$ cat config.mk
export PLATFORM = sky130hd
export DESIGN_NAME = load_store_unit_flat
export DESIGN_NICKNAME = d
export VERILOG_FILES = /design/src/rtl/load_store_unit_pkg.sv /design/src/rtl/load_store_unit_if.sv /design/src/rtl/load_store_unit_load_extend.sv /design/src/rtl/load_store_unit.sv /design/src/flat_wrapper.sv
export SDC_FILE = /design/constraint.sdc
export NUM_CORES = 1
export LEC_CHECK = 0
export CAP_MARGIN = 40
export CORE_MARGIN = 3
export CORE_UTILIZATION = 40
export CTS_BUF_LIST = sky130_fd_sc_hd__clkbuf_8
export DETAILED_ROUTE_END_ITERATION = 10
export PLACE_DENSITY = 0.78
export SLEW_MARGIN = 5
export SYNTH_ARGS = -nofsm -noshare
export SYNTH_HDL_FRONTEND = slang
export SYNTH_SLANG_ARGS = --single-unit
$ cat constraint.sdc
create_clock -name clk -period 2.78 [get_ports clk]
set_input_delay 0.556 -clock clk [delete_from_list [all_inputs] [get_ports clk]]
set_output_delay 0.556 -clock clk [all_outputs]
set_load 0.02 [all_outputs]
$ cat src/rtl/load_store_unit_pkg.sv
// Shared encodings, FSM state type and access helpers for the load/store unit.
package lsu_pkg;

  // Store width codes, matching the main decoder
  localparam logic [1:0] ST_SB = 2'b00;
  localparam logic [1:0] ST_SH = 2'b01;
  localparam logic [1:0] ST_SW = 2'b10;

  // Load width/sign codes, matching the main decoder
  localparam logic [2:0] LD_LB  = 3'b000;
  localparam logic [2:0] LD_LH  = 3'b001;
  localparam logic [2:0] LD_LW  = 3'b010;
  localparam logic [2:0] LD_LBU = 3'b011;
  localparam logic [2:0] LD_LHU = 3'b100;

  typedef enum logic [1:0] {IDLE, REQ, DONE} lsu_state_t;

  // Natural alignment: halves need bit 0 clear, words need both low bits clear.
  // Unused store/load codes fall back to word size.
  function automatic logic is_aligned(input logic we, input logic [1:0] st,
                                      input logic [2:0] ld, input logic [1:0] off);
    logic ok;
    if (we) begin
      case (st)
        ST_SB:   ok = 1'b1;
        ST_SH:   ok = ~off[0];
        default: ok = (off == 2'b00);
      endcase
    end else begin
      case (ld)
        LD_LB, LD_LBU: ok = 1'b1;
        LD_LH, LD_LHU: ok = ~off[0];
        default:       ok = (off == 2'b00);
      endcase
    end
    return ok;
  endfunction

  // Byte enables for a store at the given word offset
  function automatic logic [3:0] store_be(input logic [1:0] st, input logic [1:0] off);
    logic [3:0] be;
    case (st)
      ST_SB:   be = 4'b0001 << off;
      ST_SH:   be = off[1] ? 4'b1100 : 4'b0011;
      default: be = 4'b1111;
    endcase
    return be;
  endfunction

  // Store data replicated across lanes so the enabled lanes see the right bytes
  function automatic logic [31:0] store_wdata(input logic [1:0] st, input logic [31:0] wd);
    logic [31:0] d;
    case (st)
      ST_SB:   d = {4{wd[7:0]}};
      ST_SH:   d = {2{wd[15:0]}};
      default: d = wd;
    endcase
    return d;
  endfunction

endpackage

$ cat src/rtl/load_store_unit_if.sv
// Valid/ready data bus between the load/store unit and memory.
interface load_store_unit_if #(parameter int ADDR_W = 32) ();
  logic              bus_req;
  logic              bus_we;
  logic [ADDR_W-1:0] bus_addr;
  logic [3:0]        bus_be;
  logic [31:0]       bus_wdata;
  logic              bus_ready;
  logic [31:0]       bus_rdata;

  modport master (
    output bus_req, bus_we, bus_addr, bus_be, bus_wdata,
    input  bus_ready, bus_rdata
  );

  modport slave (
    input  bus_req, bus_we, bus_addr, bus_be, bus_wdata,
    output bus_ready, bus_rdata
  );
endinterface

$ cat src/rtl/load_store_unit_load_extend.sv
// Picks the addressed byte/half out of a read word and sign- or zero-extends it.
module load_extend
  import lsu_pkg::*;
(
  input  logic [31:0] rdata,
  input  logic [2:0]  load,
  input  logic [1:0]  offset,
  output logic [31:0] data
);

  logic [31:0] shifted;
  logic [7:0]  byte_v;
  logic [15:0] half_v;

  assign shifted = rdata >> {offset, 3'b000};
  assign byte_v  = shifted[7:0];
  assign half_v  = offset[1] ? rdata[31:16] : rdata[15:0];

  // Extension by load code; unused codes read the full word
  always_comb begin
    data = rdata;
    case (load)
      LD_LB:   data = {{24{byte_v[7]}}, byte_v};
      LD_LBU:  data = {24'h0, byte_v};
      LD_LH:   data = {{16{half_v[15]}}, half_v};
      LD_LHU:  data = {16'h0, half_v};
      default: data = rdata;
    endcase
  end

endmodule

$ cat src/rtl/load_store_unit.sv
// Turns single-cycle core loads/stores into word-aligned byte-enabled bus
// requests, stalling the core until the bus completes or times out.
module load_store_unit
  import lsu_pkg::*;
#(
  parameter int TIMEOUT_CYCLES = 255,
  parameter int ADDR_W         = 32
) (
  input  logic              clk,
  input  logic              reset,
  input  logic              MemRead,
  input  logic              MemWrite,
  input  logic [1:0]        Store,
  input  logic [2:0]        Load,
  input  logic [ADDR_W-1:0] Addr,
  input  logic [31:0]       WriteData,
  output logic [31:0]       ReadData,
  output logic              Stall,
  output logic              Misaligned,
  output logic              BusErr,
  load_store_unit_if.master bus
);

  localparam bit          TO_EN   = (TIMEOUT_CYCLES != 0);
  localparam logic [31:0] TO_LAST = 32'(TIMEOUT_CYCLES - 1);

  lsu_state_t        state;
  logic [ADDR_W-1:0] addr_q;
  logic [3:0]        be_q;
  logic [31:0]       wdata_q;
  logic [31:0]       rdata_q;
  logic              we_q;
  logic              err_q;
  logic [2:0]        ld_q;
  logic [1:0]        off_q;
  logic [31:0]       cnt_q;

  logic        op_valid;
  logic        aligned;
  logic        start;
  logic        in_req;
  logic        to_hit;
  logic [31:0] ext_data;

  assign op_valid = MemRead | MemWrite;
  // MemWrite wins when both strobes are high
  assign aligned  = is_aligned(MemWrite, Store, Load, Addr[1:0]);
  // Gated by reset so nothing leaks out combinationally while held in reset
  assign start    = reset & (state == IDLE) & op_valid & aligned;
  assign in_req   = (state == REQ);
  assign to_hit   = TO_EN && (cnt_q == TO_LAST);

  // Access FSM: capture in IDLE, hold bus in REQ, present result in DONE
  always_ff @(posedge clk or negedge reset) begin
    if (!reset) begin
      state   <= IDLE;
      addr_q  <= '0;
      be_q    <= '0;
      wdata_q <= '0;
      rdata_q <= '0;
      we_q    <= 1'b0;
      err_q   <= 1'b0;
      ld_q    <= '0;
      off_q   <= '0;
      cnt_q   <= '0;
    end else begin
      case (state)
        IDLE: begin
          if (start) begin
            addr_q  <= {Addr[ADDR_W-1:2], 2'b00};
            we_q    <= MemWrite;
            be_q    <= MemWrite ? store_be(Store, Addr[1:0]) : 4'b1111;
            wdata_q <= MemWrite ? store_wdata(Store, WriteData) : 32'h0;
            ld_q    <= Load;
            off_q   <= Addr[1:0];
            cnt_q   <= '0;
            err_q   <= 1'b0;
            rdata_q <= '0;
            state   <= REQ;
          end
        end
        REQ: begin
          if (bus.bus_ready) begin
            rdata_q <= bus.bus_rdata;
            state   <= DONE;
          end else if (to_hit) begin
            err_q   <= 1'b1;
            rdata_q <= '0;
            state   <= DONE;
          end else begin
            cnt_q <= cnt_q + 32'd1;
          end
        end
        DONE:    state <= IDLE;
        default: state <= IDLE;
      endcase
    end
  end

  load_extend u_ext (
    .rdata  (rdata_q),
    .load   (ld_q),
    .offset (off_q),
    .data   (ext_data)
  );

  // Bus outputs come straight from captured registers, qualified by REQ
  assign bus.bus_req   = in_req;
  assign bus.bus_we    = in_req & we_q;
  assign bus.bus_addr  = in_req ? addr_q : '0;
  assign bus.bus_be    = in_req ? be_q : 4'b0000;
  assign bus.bus_wdata = in_req ? wdata_q : 32'h0;

  assign Stall      = start | in_req;
  assign Misaligned = reset & (state == IDLE) & op_valid & ~aligned;
  assign BusErr     = (state == DONE) & err_q;
  assign ReadData   = ((state == DONE) && !err_q) ? ext_data : 32'h0;

endmodule

$ cat src/flat_wrapper.sv
// flat-port wrapper written by rule: the top's interface ports become plain ports
module load_store_unit_flat import lsu_pkg::*;
#(
  parameter int TIMEOUT_CYCLES = 255,
  parameter int ADDR_W         = 32
)
  (clk, reset, MemRead, MemWrite, Store, Load, Addr, WriteData, ReadData, Stall, Misaligned, BusErr, bus_bus_req, bus_bus_we, bus_bus_addr, bus_bus_be, bus_bus_wdata, bus_bus_ready, bus_bus_rdata);
  load_store_unit_if #(.ADDR_W(ADDR_W)) bus_i ();
  input  logic clk;
  input  logic reset;
  input  logic MemRead;
  input  logic MemWrite;
  input  logic [1:0] Store;
  input  logic [2:0] Load;
  input  logic [ADDR_W-1:0] Addr;
  input  logic [31:0] WriteData;
  output logic [31:0] ReadData;
  output logic Stall;
  output logic Misaligned;
  output logic BusErr;
  output wire logic [$bits(bus_i.bus_req)-1:0] bus_bus_req;
  output wire logic [$bits(bus_i.bus_we)-1:0] bus_bus_we;
  output wire logic [$bits(bus_i.bus_addr)-1:0] bus_bus_addr;
  output wire logic [$bits(bus_i.bus_be)-1:0] bus_bus_be;
  output wire logic [$bits(bus_i.bus_wdata)-1:0] bus_bus_wdata;
  input wire logic [$bits(bus_i.bus_ready)-1:0] bus_bus_ready;
  input wire logic [$bits(bus_i.bus_rdata)-1:0] bus_bus_rdata;
  assign bus_bus_req = bus_i.bus_req;
  assign bus_bus_we = bus_i.bus_we;
  assign bus_bus_addr = bus_i.bus_addr;
  assign bus_bus_be = bus_i.bus_be;
  assign bus_bus_wdata = bus_i.bus_wdata;
  assign bus_i.bus_ready = bus_bus_ready;
  assign bus_i.bus_rdata = bus_bus_rdata;
  load_store_unit #(.TIMEOUT_CYCLES(TIMEOUT_CYCLES), .ADDR_W(ADDR_W)) u_core (.clk(clk), .reset(reset), .MemRead(MemRead), .MemWrite(MemWrite), .Store(Store), .Load(Load), .Addr(Addr), .WriteData(WriteData), .ReadData(ReadData), .Stall(Stall), .Misaligned(Misaligned), .BusErr(BusErr), .bus(bus_i));
endmodule
==> out/qor.csv <==
stage,metric,value,unit
clocking,total CTS buffers,17,
routing,DR vias/cell,5.37,
timing,RSZ-0062 raised after global routing,yes,
floorplanning,io pins,211,
final_layout,Synth-to-Final Area Change,39.5,%
power_and_ir_drop,switching part of the total,37.3,%
setup_path,critical path's slowest cell,dfrtp_1,
timing,Hold WS,0.305,ns
routing,number of remaining DRC errors,0,
routing,final wirelength,23.5,mm
setup_path,WP data arrival,2.26,ns
timing,final period utilization,101,%
timing,Slew headroom,46.8,%
final_layout,Layout Cells excl Fill,1363,
synth,compound-cell area share of the yosys netlist,15.5,%
clocking,htree depth,4,
synth,Synth Warn #,0,
synth,post-synthesis cell area,7700,um2
synth,post-synthesis xor/xnor area fraction,2.05,%
final_layout,Storage cell area,3480,um2
synth,share of the yosys chip area belonging to registers,45.2,%
synth,main combinational cell family by area after synthesis,simple AND/OR/NAND/NOR gates,
timing,Pins Over Slew Limit,0,
placed_design,placed insts,1327,
setup_path,reg2reg start,u_core.cnt_q[0],
floorplanning,Starting Density,40.9,%
routing,Wirelength per Cell,17.2,um
power_and_ir_drop,VDD IR max,0.366,mV
run,max capacitance violation total,0,
power_and_ir_drop,Total Power,7.62,mW
synth,syn_area_per_cell,8.80,um2
timing,Slew @ Worst Pin,0.799,ns
clocking,# clock sinks,139,
timing,final setup violating endpoints,1,
clocking,Root Buffer,clkbuf_8,
power_and_ir_drop,Sequential Power Share,40.2,%
clocking,cts hold-fix bufs,0,
routing,DR iter-0 viols,446,
setup_path,Startpoint Class,flop,
grt,GRT Residual Overflow,0,
final_layout,"leading cell type in the layout, fill and taps excluded",nand2_1,
timing,min Tclk post-route,2.81,ns
synth,top_reg_cell synth,dfrtp_1,
power_and_ir_drop,pwr/cell area,709,nW/um2
synth,Synth Area in Simple Gates,26.7,%
clocking,CTS tree,yes,
grt,vias in the first global route,6945,
timing,Setup Skew,0.0136,ns
clocking,CTS clock-pin slew for the worst setup and hold paths,0.08,ns
placed_design,dpl ws,-0.412,ns
floorplanning,# rows,50,
timing,FMAX,0.355,GHz
synth,distinct cell type count of the synthesized netlist,58,
setup_path,FF-to-FF setup slack,0.54,ns
setup_path,"most used cell, CP",a21oi_1,
synth,mux contribution to synthesized area,5.52,%
run_status,status,"complete, but fails checks",
setup_path,RR Endpoint,u_core.rdata_q[7],
placed_design,dpl hpwl,16.3,mm
synth,Post-synth EDFFs,0,
synth,Post-Synth Adder-Cell Area,0.471,%
floorplanning,Die Area,21000,um2
placed_design,gpl congestion,0.824,
final_layout,nets,1198,
grt,initial antenna violation count,0,
timing,final hold vios,0,
final_layout,Multi-input gate area,3980,um2
synth,Post-synth ARST share,100,%
synth,post-synthesis register bit count,139,
clocking,clock tree buffer depth,2,
routing,drt first pass iters,5,
power_and_ir_drop,Internal Power,4.78,mW
setup_path,r2r worst-path depth,9,
floorplanning,die height,145,um
timing,setup TNS,-0.0334,ns
timing,Final WS setup,-0.0334,ns
setup_path,worst-path fanout max,7,
grt,maximum number of pins on one net before global-route repair,62,
floorplanning,die width,145,um
floorplanning,Core Footprint,18800,um2
setup_path,critical path endpoint category,primary output,
synth,Synth Instances,875,
final_layout,final core occ,57.0,%
setup_path,Setup CP Type,flop to primary output,
hold_path,Hold Crit Class,input pin to async pin,
placed_design,IO Port Bufs,208,
grt,first-pass GRT wire length,36.5,mm
grt,gr usage total,21.9,%
placed_design,placed inst area,10300,um2
power_and_ir_drop,clock power share,21.3,%
power_and_ir_drop,Gate power share,38.6,%
run_status,failing checks,setup timing,
final_layout,fraction of layout cells with a size suffix above 1,14.1,%
final_layout,final instance area,10700,um2
routing,via count,7313,
routing,ANT nets after route,0,
setup_path,cells along the critical path,nor2b_1 > o221ai_2 > a21oi_1 > o22ai_1 > a21oi_1 > dlygate4sd2_1,
clocking,Clock Latency Late Sink,0.45,ns
setup_path,CP required,2.22,ns
final_layout,most frequent cells in the layout,"nand2_1, dfrtp_1, clkdlybuf4s50_1, and2_1, dlygate4sd2_1",
final_layout,Antenna diodes,0,
final_layout,layout filler cell count,1674,
power_and_ir_drop,leakage,5.45,nW
setup_path,Worst path max stage delay,0.42,ns
power_and_ir_drop,Switch Pwr,2.84,mW
power groups by stage:
stage / clock network [mW] / logic, mW / registers, mW
after floorplan: 0 / 1.83 / 2.93
after global placement: 0 / 2.79 / 3.03
after detailed placement: 0 / 2.87 / 3.07
after CTS: 1.65 / 2.84 / 3.03
after global routing: 1.75 / 3.23 / 3.13
final: 1.62 / 2.94 / 3.06
flip-flops by register name, indices dropped and copies added (netlist names):
signal          flops
u_core.we_q         1
u_core.state        2
u_core.be_q         4
u_core.err_q        1
u_core.cnt_q       32
u_core.ld_q         3
u_core.addr_q      30
u_core.off_q        2
u_core.rdata_q     32
u_core.wdata_q     32
synth_stat cells (8+ instances only):
cell,instances,area [um2]
o22ai_1,8,50.1
a21o_1,32,240
dfrtp_1,139,3480
mux2_2,18,203
buf_2,13,65.1
inv_1,16,60.1
a21oi_1,31,155
nand2b_1,13,81.3
and2_1,70,438
nand3_1,41,205
clkbuf_1,45,169
nor3_1,10,50.1
mux2i_1,20,200
nor2_1,52,195
a32o_1,32,320
xor2_1,14,123
nor4_1,8,50.1
o21ai_0,24,120
o221a_2,8,90.1
nand2_1,200,751
nand4_1,9,56.3
worst max-delay path, delay by kind of cell (launching register included):
family                 cells  cell delay [ns]
and+or+nand+nor            1             0.22
AOI/OAI and AO/OA          4             0.78
DFF                        1             0.42
buffers and inverters      1             0.37
cell type report:
type                            count  area share (%)
Inverter                           16           0.559
Timing Repair Buffer              260            23.3
Tap cell                          260            3.03
Clock inverter                     10           0.839
Multi-Input combinational cell    656            37.1
Sequential cell                   139            32.4
Clock buffer                       22            2.82
layer usage:
layer  global-route usage, %  up-vias  wire length, um
met5                       0        -                0
met4                    7.85        0              625
met3                    5.19       47             1720
met2                    35.2      269            11400
met1                    28.8     3550             9800
li1                        -     3447                -
repair_timing:
action                                  4_1_cts  5_1_grt
endpoints found under the setup margin      101       45
setup buffers                                 1        1
gates resized for setup                     169       57
pin swaps                                     0       10
gates cloned                                  1        1
cell families (layout without fill, tap and decap cells):
logic type | after synthesis | in the layout
AND/OR/NAND/NOR | 431 | 431
AO/OA/AOI/OAI | 163 | 163
flip-flops | 139 | 139
buffers and inverters | 81 | 308
multiplexers | 39 | 39
XOR/XNOR | 18 | 18
adder cells (fa/ha/maj) | 3 | 3
other | 1 | 2
worst max path at each step:
stage | startpoint | endpoint | slack (ns) | depth (start not counted)
final | u_core.off_q[0] | ReadData[2] | -0.03 | 6
after floorplan | Store[1] | Stall | 0.11 | 8
after global placement | Load[0] | Stall | -0.39 | 6
after CTS | u_core.off_q[1] | ReadData[13] | -0.02 | 6
after global routing | u_core.ld_q[2] | ReadData[4] | -0.11 | 6
after detailed placement | Load[2] | Stall | -0.41 | 6
No activity file was read; power rests on OpenSTA's default activity.
